===== config.mk =====
export PLATFORM = sky130hd
export DESIGN_NAME = ahb_arbiter_param_flat
export DESIGN_NICKNAME = d
export VERILOG_FILES = /design/src/rtl/ahb_arbiter_param_if.sv /design/src/rtl/ahb_arbiter_param.sv /design/src/flat_wrapper.sv
export SDC_FILE = /design/constraint.sdc
export NUM_CORES = 1
export LEC_CHECK = 0
export ABC_AREA = 1
export BUFFER_PORTS_ARGS = -buffer_cell sky130_fd_sc_hd__buf_4
export CAP_MARGIN = 15
export CORE_MARGIN = 4
export CORE_UTILIZATION = 45
export CTS_BUF_LIST = sky130_fd_sc_hd__clkbuf_4 sky130_fd_sc_hd__clkbuf_8
export CTS_CLUSTER_SIZE = 14
export DETAILED_ROUTE_END_ITERATION = 10
export GPL_ROUTABILITY_DRIVEN = 0
export PLACE_DENSITY = 0.73
export SETUP_SLACK_MARGIN = 0.4
export SYNTH_ARGS = -nofsm -noshare
export SYNTH_HDL_FRONTEND = slang
export SYNTH_SLANG_ARGS = --single-unit

===== constraint.sdc =====
create_clock -name hclk -period 2.3 [get_ports hclk]
set_input_delay 0.46 -clock hclk [delete_from_list [all_inputs] [get_ports hclk]]
set_output_delay 0.46 -clock hclk [all_outputs]
set_load 0.005 [all_outputs]

===== src/rtl/ahb_arbiter_param_if.sv =====
// rtl/ahb_arbiter_param_if.sv - AHB arbitration bus bundle between masters and the arbiter
interface ahb_arbiter_param_if #(
  parameter int NUM_MASTERS = 4,
  parameter int MW          = $clog2(NUM_MASTERS)
);
  logic [NUM_MASTERS-1:0] m_busreq;
  logic [NUM_MASTERS-1:0] m_hlock;
  logic                   hready;
  logic [1:0]             htrans;
  logic [2:0]             hburst;
  logic [NUM_MASTERS-1:0] hgrant;
  logic [MW-1:0]          hmaster;
  logic [MW-1:0]          hmaster_data;
  logic                   hmastlock;

  modport master (
    output m_busreq, m_hlock, hready, htrans, hburst,
    input  hgrant, hmaster, hmaster_data, hmastlock
  );

  modport slave (
    input  m_busreq, m_hlock, hready, htrans, hburst,
    output hgrant, hmaster, hmaster_data, hmastlock
  );
endinterface


===== src/rtl/ahb_arbiter_param.sv =====
// rtl/ahb_arbiter_param.sv - N-master AHB arbiter with priority/round-robin, burst-aware handover and lock hold
module ahb_arbiter_param #(
  parameter int NUM_MASTERS    = 4,
  parameter int MW             = $clog2(NUM_MASTERS),
  parameter int ARB_MODE       = 0,
  parameter int DEFAULT_MASTER = 0
) (
  input logic            hclk,
  input logic            hreset,
  ahb_arbiter_param_if.slave bus
);
  localparam logic [1:0] HT_IDLE   = 2'b00;
  localparam logic [1:0] HT_BUSY   = 2'b01;
  localparam logic [1:0] HT_NONSEQ = 2'b10;
  localparam logic [1:0] HT_SEQ    = 2'b11;

  logic [NUM_MASTERS-1:0] hgrant_q;
  logic [MW-1:0]          hmaster_q;
  logic [MW-1:0]          hmaster_data_q;
  logic                   hmastlock_q;
  logic [MW-1:0]          rr_ptr;
  logic [3:0]             beat_cnt;

  logic [MW-1:0]          holder;
  logic [MW-1:0]          winner;
  logic [3:0]             beat_last;
  logic                   fixed_burst;
  logic                   burst_last;
  logic                   lock_hold;
  logic                   rearb;
  logic                   found;
  int                     idx;

  always_comb begin
    holder = '0;
    for (int i = 0; i < NUM_MASTERS; i++) begin
      if (hgrant_q[i]) holder = MW'(i);
    end
  end

  always_comb begin
    case (bus.hburst[2:1])
      2'b01:   beat_last = 4'd3;
      2'b10:   beat_last = 4'd7;
      2'b11:   beat_last = 4'd15;
      default: beat_last = 4'd0;
    endcase
  end

  assign fixed_burst = (bus.hburst[2:1] != 2'b00);
  assign burst_last  = fixed_burst && (bus.htrans == HT_SEQ) && (beat_cnt == beat_last);
  assign lock_hold   = bus.m_hlock[holder] & bus.m_busreq[holder];
  // BUSY never hands over; SINGLE/INCR may be broken on any non-BUSY beat
  assign rearb = !lock_hold && bus.hready &&
                 ((bus.htrans == HT_IDLE) ||
                  ((bus.htrans != HT_BUSY) && (!fixed_burst || burst_last)));

  always_comb begin
    winner = MW'(DEFAULT_MASTER);
    found  = 1'b0;
    idx    = 0;
    if (ARB_MODE == 0) begin
      for (int i = NUM_MASTERS - 1; i >= 0; i--) begin
        if (bus.m_busreq[i]) winner = MW'(i);
      end
    end else begin
      for (int k = 1; k <= NUM_MASTERS; k++) begin
        idx = (int'(rr_ptr) + k) % NUM_MASTERS;
        if (!found && bus.m_busreq[idx]) begin
          winner = MW'(idx);
          found  = 1'b1;
        end
      end
    end
  end

  always_ff @(posedge hclk) begin
    if (hreset) begin
      hgrant_q       <= NUM_MASTERS'(1) << DEFAULT_MASTER;
      hmaster_q      <= MW'(DEFAULT_MASTER);
      hmaster_data_q <= MW'(DEFAULT_MASTER);
      hmastlock_q    <= 1'b0;
      rr_ptr         <= MW'(DEFAULT_MASTER);
      beat_cnt       <= 4'd0;
    end else begin
      if (rearb) begin
        hgrant_q <= NUM_MASTERS'(1) << winner;
        if ((winner != holder) && bus.m_busreq[winner]) rr_ptr <= winner;
      end
      if (bus.hready) begin
        hmaster_q      <= holder;
        hmaster_data_q <= hmaster_q;
        hmastlock_q    <= lock_hold;
        if (bus.htrans == HT_NONSEQ) beat_cnt <= 4'd1;
        else if ((bus.htrans == HT_SEQ) && (beat_cnt != 4'd15)) beat_cnt <= beat_cnt + 4'd1;
      end
    end
  end

  assign bus.hgrant       = hgrant_q;
  assign bus.hmaster      = hmaster_q;
  assign bus.hmaster_data = hmaster_data_q;
  assign bus.hmastlock    = hmastlock_q;
endmodule


===== src/flat_wrapper.sv =====
// flat-port wrapper written by rule: the top's interface ports become plain ports
module ahb_arbiter_param_flat 
#(
  parameter int NUM_MASTERS    = 4,
  parameter int MW             = $clog2(NUM_MASTERS),
  parameter int ARB_MODE       = 0,
  parameter int DEFAULT_MASTER = 0
)
  (hclk, hreset, bus_m_busreq, bus_m_hlock, bus_hready, bus_htrans, bus_hburst, bus_hgrant, bus_hmaster, bus_hmaster_data, bus_hmastlock);
  ahb_arbiter_param_if #(.NUM_MASTERS(NUM_MASTERS), .MW(MW)) bus_i ();
  input logic hclk;
  input logic hreset;
  input wire logic [$bits(bus_i.m_busreq)-1:0] bus_m_busreq;
  input wire logic [$bits(bus_i.m_hlock)-1:0] bus_m_hlock;
  input wire logic [$bits(bus_i.hready)-1:0] bus_hready;
  input wire logic [$bits(bus_i.htrans)-1:0] bus_htrans;
  input wire logic [$bits(bus_i.hburst)-1:0] bus_hburst;
  output wire logic [$bits(bus_i.hgrant)-1:0] bus_hgrant;
  output wire logic [$bits(bus_i.hmaster)-1:0] bus_hmaster;
  output wire logic [$bits(bus_i.hmaster_data)-1:0] bus_hmaster_data;
  output wire logic [$bits(bus_i.hmastlock)-1:0] bus_hmastlock;
  assign bus_i.m_busreq = bus_m_busreq;
  assign bus_i.m_hlock = bus_m_hlock;
  assign bus_i.hready = bus_hready;
  assign bus_i.htrans = bus_htrans;
  assign bus_i.hburst = bus_hburst;
  assign bus_hgrant = bus_i.hgrant;
  assign bus_hmaster = bus_i.hmaster;
  assign bus_hmaster_data = bus_i.hmaster_data;
  assign bus_hmastlock = bus_i.hmastlock;
  ahb_arbiter_param #(.NUM_MASTERS(NUM_MASTERS), .MW(MW), .ARB_MODE(ARB_MODE), .DEFAULT_MASTER(DEFAULT_MASTER)) u_core (.hclk(hclk), .hreset(hreset), .bus(bus_i));
endmodule

==> results of run 1 <==
-- registers in the layout (all words and copies together), names as in the netlist --
register,count
u_core.bus.hgrant,4
u_core.bus.hmastlock,1
u_core.bus.hmaster_data,2
u_core.bus.hmaster,2
u_core.beat_cnt,4
-- path summary, 6_finish.rpt --
path / slack, ns / endpoint / startpoint
worst min-delay path: 0.34 / u_core.beat_cnt[1]$_SDFFE_PP0P_ / hreset
worst max register to register: 0.98 / u_core.beat_cnt[3]$_SDFFE_PP0P_ / u_core.beat_cnt[0]$_SDFFE_PP0P_
worst min register to register: 0.47 / u_core.bus.hgrant[0]$_SDFFE_PP1P_ / u_core.bus.hgrant[0]$_SDFFE_PP1P_
worst max-delay path: 0.97 / bus_hgrant[1] / u_core.bus.hgrant[1]$_SDFFE_PP0P_
-- metal layers --
layer	global-route usage, %	share of wire [%]
met4	4.84	0.70
met3	8.27	7.1
met1	22.7	47
met2	21.1	46
met5	0	0
-- per-stage QoR --
step | util, % | instances | hold slack [ns] | total power [mW]
floorplan | - | 104 | 0.451 | 0.316
global route | 61.7 | 145 | 0.332 | 0.543
finish | 61.7 | 145 | 0.338 | 0.506
global placement | 59.9 | 141 | 0.448 | 0.367
detailed placement | 59.9 | 141 | 0.448 | 0.369
CTS | 61.7 | 145 | 0.330 | 0.515
-- kinds of logic after synthesis --
logic type                 synth area share (%)
DFF                                        36.0
buffers and inverters                      9.01
AOI/OAI and AO/OA                          14.7
adders and majority gates                  1.73
and+or+nand+nor                            38.5
-- cell type report --
| type | count | area [um2] |
|---|---|---|
| timing repair buffer | 23 | 173 |
| inverter | 14 | 52.6 |
| clock buffer | 3 | 22.5 |
| tap | 16 | 20.0 |
| clock inverter | 1 | 5.00 |
| fill | 156 | 577 |
| multi-input combinational | 75 | 397 |
| sequential | 13 | 260 |
-- placed cells by master, fill, tap and decap left out --
master and count:
a221oi_1 1, o31ai_1 1, dfxtp_1 13, nand3_1 13, inv_1 12, clkbuf_4 3, nor2_1 15, nor3b_2 1
nor3_1 1, buf_4 23, nand2_1 17, nand2_4 3, a22oi_1 1, inv_2 2, o21ai_0 8, clkinv_2 1
a31oi_1 2, ha_1 1, nand2_2 3, nor2_4 2, a21oi_1 6
-- power groups by stage --
| stage | registers [mW] | logic, mW | clock network, mW |
|---|---|---|---|
| floorplan | 0.256 | 0.0592 | 0 |
| global placement | 0.257 | 0.110 | 0 |
| detailed placement | 0.257 | 0.112 | 0 |
| CTS | 0.252 | 0.112 | 0.151 |
| global route | 0.254 | 0.126 | 0.163 |
| finish | 0.252 | 0.110 | 0.143 |
==> metrics.yaml, run 1 <==
synth-seq-cells: 13
grt_start_max_net_pins: 13
deepest_level_of_the_cts_h_tree: 1
postCtsSetupRepairBufs: 0
place.detailed.hpwl_um: 1240
synth_top_cell_by_area: "dfxtp_1"
sequentialPowerShare_pct: 49.8
timing.clock.skew_ns: 0.00259
ys_top_cells_by_area: "dfxtp_1 36%, nand3_1 9.0%, nand2_1 8.8%, nor2_1 7.8%, inv_1 6.2%"
irDropWorstVdd_v: 0.000409
drc: 0
grt_setup_unrepaired: "false"
tritoncts.num_buffers: 3
globalRoute.totalOverflow: 0
design.final.nets: 147
drive_gt1_share_pct: 29.5
total_negative_slack_ns: 0
tritoncts_sinks: 13
cp_data_arrival_time_ns: 0.87
antenna_found_initial: 0
hold_buffers: 0
clock_tree.root_cell: "clkbuf_4"
async_flop_share_pct: 0
max-cap-violations: 0
max_stage_delay_on_crit_path_ns: 0.44
slew_headroom_pct: 79.4
clock_power_share_pct: 28.4
wl_um: 1580
synthDominantCellAreaShare_pct: 36.0
preCtsSetupSlack_ns: 0.914
hold_violations: 0
cp_num_buf_inv: 1
number_of_global_route_vias_before_repair: 611
placement_rows: 14
path_class: "reg -> out"
postSynthAreaPerCell_um2: 6.94
tightestPinTransition_ns: 0.306
synth_cells: 104
status: "finished clean"
clkLatencyLatePin_ns: 0.28
yosysWarnings: 0
min_path_type: "in -> reg"
yosys.cell_count.top_type: "nand2_1"
hold-path-cell-count: 2
initial_utilization_pct: 47.9
die_h_um: 48.1
cts_tree: "done"
synth-edff-count: 0
min_cycle_time_layout_ns: 1.33
initialDrtViolationCount: 10
grtUsageTotal_pct: 16.1
clkTransAtPathRegs_ns: 0.08
crit_path_start_kind: "flop"
cts_resized: 0
design_area_um2: 930
net-switching-power_mw: 0.148
flow.area_growth_from_synthesis_pct: 28.8
ctsLongestPathBuffers: 2
dr_vias: 742
critPathMaxFanout: 5
synth.cell_area_um2: 722
p_int_mw: 0.358
max_freq_mhz: 751
drt.antenna.violating_nets: 0
post_drt_wl_per_cell_um: 10.9
fin_crit_sh_pct: 57.9
combinational_cell_fraction_of_total_power_pct: 21.8
synth_cell_types: 20
required_ns: 1.84
path_cells: "buf_4"
switching_power_as_a_share_of_total_power_pct: 29.2
cellPowerDensity_nw_per_um2: 544
antennaDiodeCount: 0
setup_slack_ns: 0.968
grt_pass1_wl_um: 2570
r2r_cells: 7
path_delay_family: "flip-flops"
placedInstanceArea_um2: 902
ios: 25
ys.flop_type: "dfxtp_1"
drt_first_pass_iters: 4
setup-violations-final: 0
die_area_um2: 2310
placeableCoreArea_um2: 1510
leakagePower_nw: 0.474
setup.worst_path.end_class: "output port"
critical_path.slowest_cell: "dfxtp_1"
path_depth: 1
port-buffer-count: 23
synthesis.nets: 121
chipWidth_um: 48.1
maxSlewViolCount: 0
netlist_top_cells_count: "17 x nand2_1, 15 x nor2_1, 13 x dfxtp_1, 13 x nand3_1, 12 x inv_1"
detail_route.vias_per_cell: 5.12
yosysSeqAreaShare_pct: 36.0
Note: power is estimated with default switching activity, not from simulation.
==> run 2: changes to the inputs <==
- PLACE_DENSITY: 0.73 -> 0.76
- clock period: 2.3 -> 1.1 ns (I/O delays scaled with it)
==> run 2 against run 1 <==
The flow now finishes with violations (negative setup slack). Non-clock buffer count increased by 21. Worst hold slack got worse by 0.26 ns. Register-to-register slack worse by 1.1 ns. Wire length increased by 64%. Largest cell class unchanged.
==> metrics.yaml, run 2 (synthesis gave the netlist of run 1 again) <==
antennaDiodeCount: 0
min_path_type: "in -> reg"
most_frequent_standard_cell_in_the_layout_excluding_fill_and_tap_cells: "buf_4"
drt_first_pass_iters: 4
timing.clock.skew_ns: 0.00108
min_cycle_time_layout_ns: 1.24
cellPowerDensity_nw_per_um2: 990
drc: 0
ctsLongestPathBuffers: 2
irDropWorstVdd_v: 0.000850
max_freq_mhz: 805
combinational_cell_fraction_of_total_power_pct: 33.4
grt_pass1_wl_um: 3440
setup-violations-final: 8
cp_data_arrival_time_ns: 1.47
fin_crit_sh_pct: 113
antenna_found_initial: 0
ios: 25
clock_tree.root_cell: "clkbuf_4"
clkTransAtPathRegs_ns: 0.08
cts_tree: "done"
maxSlewViolCount: 0
hold_buffers: 0
tritoncts_sinks: 13
placeableCoreArea_um2: 1510
drt.antenna.violating_nets: 0
layout_common_cells: "28 x buf_4, 16 x buf_6, 11 x nand2_1, 9 x inv_1"
globalRoute.totalOverflow: 0
tritoncts.num_buffers: 3
drive_gt1_share_pct: 66.0
leakagePower_nw: 0.626
switching_power_as_a_share_of_total_power_pct: 31.0
fin_cells: 166
grt_setup_unrepaired: "true"
dr_vias: 910
placement_rows: 14
status: "complete, but fails checks"
setup_slack_ns: -0.142
place.detailed.hpwl_um: 1510
tightestPinTransition_ns: 0.458
critPathMaxFanout: 5
grtUsageTotal_pct: 21.6
fillerInstances: 73
clock_power_share_pct: 25.9
post_drt_wl_per_cell_um: 15.6
failed_checks: "negative setup slack"
die_h_um: 48.1
die_area_um2: 2310
max-cap-violations: 0
slew_headroom_pct: 69.1
detail_route.vias_per_cell: 5.48
hold_violations: 0
placed_cells: 153
chipWidth_um: 48.1
initialDrtViolationCount: 28
net-switching-power_mw: 0.404
p_int_mw: 0.901
initial_utilization_pct: 47.9
grt_start_max_net_pins: 10
setup.worst_path.end_class: "flop"
clkLatencyLatePin_ns: 0.29
sequentialPowerShare_pct: 40.7
crit_path_start_kind: "flop"
number_of_global_route_vias_before_repair: 811
wl_um: 2590
path_class: "reg -> reg"
port-buffer-count: 23
deepest_level_of_the_cts_h_tree: 1
design.final.nets: 168
preCtsSetupSlack_ns: -0.108
flow.area_growth_from_synthesis_pct: 82.7
required_ns: 1.32
-- run 2: cell count changes in the layout (fill, tap and decap cells not counted), sizes merged --
| cell | change |
|---|---|
| clkinv | -1 |
| clkbuf | +1 |
| buf | +21 |
-- run 2: repair_timing --
item / CTS / global route
endpoints found under the setup margin: 20 / 22
pin swaps: 12 / 18
resized for setup: 29 / 28
buffers inserted: 6 / 3
-- run 2: power groups by stage --
stage | clock network, mW | registers, mW | logic [mW]
finish | 0.338 | 0.531 | 0.436
detailed placement | 0 | 0.535 | 0.285
CTS | 0.339 | 0.530 | 0.347
floorplan | 0 | 0.536 | 0.128
global route | 0.351 | 0.535 | 0.469
global placement | 0 | 0.534 | 0.275
-- run 2: path summary, 6_finish.rpt --
path | start | to | slack [ns] | cells after the start
worst max-delay path | u_core.beat_cnt[0]$_SDFFE_PP0P_ | u_core.bus.hgrant[3]$_SDFFE_PP0P_ | -0.14 | 10
worst max register to register | u_core.beat_cnt[0]$_SDFFE_PP0P_ | u_core.bus.hgrant[3]$_SDFFE_PP0P_ | -0.14 | 10
worst min register to register | u_core.beat_cnt[0]$_SDFFE_PP0P_ | u_core.beat_cnt[0]$_SDFFE_PP0P_ | 0.48 | 1
worst min-delay path | hreset | u_core.beat_cnt[1]$_SDFFE_PP0P_ | 0.08 | 2
-- run 2: metal layers --
layer  up-vias  GRT usage, %  part of all wire [%]
met5         -             0                     0
met4         0          9.68                   3.5
met3         8          2.63                   6.7
met2        45          39.1                    52
met1       423          25.0                    38
li1        434             -                     -
-- run 2: per-stage QoR --
step                      TNS [ns]  hold WS [ns]  power, mW  instance area [um2]  util (%)
after detailed placement    -0.437         0.381      0.820                 1030      68.4
after global placement      -0.161         0.378      0.809                 1030      68.4
final                       -0.727        0.0792       1.31                 1320      87.5
after CTS                   -0.482        0.0795       1.22                 1190      79.2
after global routing         -1.34        0.0813       1.36                 1320      87.5
after floorplan            -0.0403         0.283      0.664                  761         -
-- run 2: worst max-delay path: stages, from the launching register on --
cell and delay [ns]:
dfxtp_4 0.39, nand2_4 0.07, nor2_4 0.12, nand3_2 0.09, nand2_2 0.08, nand2_2 0.06, nand2_4 0.09, nand2_4 0.08
nand2_1 0.08, nand2_1 0.05, nor2_1 0.08
-- run 2: cell type report --
cell class / instances / area [um2] / area share, %
multi-input combinational: 75 / 539 / 40.9
timing repair buffer: 44 / 390 / 29.6
sequential: 13 / 282 / 21.3
inverter: 14 / 57.6 / 4.36
clock buffer: 4 / 30.0 / 2.28
tap: 16 / 20.0 / 1.52
==> run 3: changes to the inputs <==
- HOLD_SLACK_MARGIN: default -> 0.03
- TNS_END_PERCENT: default -> 30
==> run 3 against run 2 <==
The run still ends with negative setup slack left. Flip-flop and latch count stayed put. Clock-buffer cell count stayed put. First-iteration DRC count is 25% lower. Largest power group unchanged.
==> metrics.yaml, run 3 (synthesis gave the netlist of run 1 again) <==
grt_setup_unrepaired: "true"
clkTransAtPathRegs_ns: 0.09
drt.antenna.violating_nets: 0
grt_start_max_net_pins: 10
seq_area_um2: 278
fillerInstances: 103
ios: 25
grt_pass1_wl_um: 2970
cp_data_arrival_time_ns: 1.41
reg2reg_from: "u_core.beat_cnt[0]$_SDFFE_PP0P_"
number_of_global_route_vias_before_repair: 756
max-cap-violations: 0
cts_tree: "done"
drt_first_pass_iters: 4
placeableCoreArea_um2: 1510
drc: 0
hold_violations: 0
tritoncts.num_buffers: 3
crit-reg2reg-capture: "u_core.beat_cnt[3]$_SDFFE_PP0P_"
wl_um: 2040
antennaDiodeCount: 0
grtUsageTotal_pct: 18.5
total_power_mw: 1.19
cp-endpoint: "u_core.beat_cnt[3]$_SDFFE_PP0P_"
dr_vias: 836
antenna_found_initial: 0
required_ns: 1.30
flow.area_growth_from_synthesis_pct: 61.9
setup.worst_path.end_class: "flop"
detail_route.vias_per_cell: 5.23
die_area_um2: 2310
regToRegSetupSlack_ns: -0.11
clock_tree.root_cell: "clkbuf_4"
path_class: "reg -> reg"
setup-violations-final: 8
failed_checks: "negative setup slack"
combined_area_of_the_multi_input_logic_cells_um2: 477
setup_slack_ns: -0.108
tritoncts_sinks: 13
placement_rows: 14
globalRoute.totalOverflow: 0
initial_utilization_pct: 47.9
layout_common_cells: "31 x buf_4, 13 x nand2_1, 12 x nor2_1, 11 x inv_1"
initialDrtViolationCount: 21
die_h_um: 48.1
status: "complete, but fails checks"
ctsLongestPathBuffers: 2
crit_path_start_kind: "flop"
fin_crit_sh_pct: 110
maxSlewViolCount: 0
cellPowerDensity_nw_per_um2: 1020
most_frequent_standard_cell_in_the_layout_excluding_fill_and_tap_cells: "buf_4"
slew_headroom_pct: 74.9
worst_hold_slack_ns: 0.0908
drive_gt1_share_pct: 54.2
min_cycle_time_layout_ns: 1.21
leakagePower_nw: 0.565
place.detailed.hpwl_um: 1510
hold_buffers: 0
worst_setup_path_startpoint: "u_core.beat_cnt[0]$_SDFFE_PP0P_"
timing.clock.skew_ns: 0.00877
total_negative_slack_ns: -0.538
deepest_level_of_the_cts_h_tree: 1
post_drt_wl_per_cell_um: 12.7
port-buffer-count: 23
max_freq_mhz: 828
irDropWorstVdd_v: 0.000586
critPathMaxFanout: 3
chipWidth_um: 48.1
tightestPinTransition_ns: 0.372
min_path_type: "in -> reg"
design.final.nets: 162
clkLatencyLatePin_ns: 0.28
r2r_cells: 7
==> run 3: changes by cell type in the layout (fill, tap and decap cells not counted), moves of 3 or more <==
cell | before | now
buf_4 | 28 | 31
dfxtp_1 | 2 | 5
dfxtp_2 | 8 | 5
a21oi_1 | 3 | 6
buf_6 | 16 | 7
nor2_1 | 8 | 12
==> run 3: how the worst min path moves through the flow <==
stage	start	endpoint	slack, ns	cells past startpoint
2_1_floorplan	hreset	u_core.beat_cnt[1]$_SDFFE_PP0P_	0.28	1
3_3_place_gp	hreset	u_core.beat_cnt[1]$_SDFFE_PP0P_	0.38	2
3_5_place_dp	hreset	u_core.beat_cnt[1]$_SDFFE_PP0P_	0.38	2
4_1_cts	hreset	u_core.beat_cnt[1]$_SDFFE_PP0P_	0.09	2
5_1_grt	hreset	u_core.beat_cnt[1]$_SDFFE_PP0P_	0.09	2
6_report	hreset	u_core.beat_cnt[1]$_SDFFE_PP0P_	0.09	2
==> run 3: cell type report <==
class                           count  share of cell area (%)
Multi-Input combinational cell     75                    40.8
Clock buffer                        4                    2.57
Tap cell                           16                    1.71
Sequential cell                    13                    23.8
Timing Repair Buffer               38                    26.7
Inverter                           14                    4.50
==> run 3: where the power goes <==
group          internal [mW]  total [mW]  switching, mW
Combinational          0.180       0.330          0.150
Sequential             0.501       0.530         0.0292
Clock                  0.165       0.326          0.161
==> run 3: worst max-delay path: stages, from the launching register on <==
cell     delay (ns)
dfxtp_4        0.37
ha_4           0.16
nand2_2        0.05
inv_2          0.06
a31oi_4        0.16
nand2_2        0.08
nand2_1        0.07
nor3b_2        0.17
==> run 3: timing repair <==
| item | CTS | global route |
|---|---|---|
| resized for setup | 20 | 10 |
| pin swaps | 5 | 6 |
| setup endpoints to repair | 20 | 20 |
| setup buffers | 1 | 2 |
==> run 3: through the flow <==
step | util (%) | area, um2 | setup slack (ns) | instances
after floorplan | - | 753 | -0.0424 | 104
after global placement | 67.9 | 1020 | -0.0785 | 153
after detailed placement | 67.9 | 1020 | -0.167 | 153
after CTS | 74.3 | 1120 | -0.0934 | 158
after global routing | 77.6 | 1170 | -0.183 | 160
final | 77.6 | 1170 | -0.108 | 160
==> run 3: layer usage <==
metal  GRT usage, %  part of all wire, %  up-vias
met5              0                    0        -
li1               -                    -      421
met2           31.1                   52       35
met3           4.89                  6.8        8
met1           20.2                   39      372
met4           12.4                  2.5        0
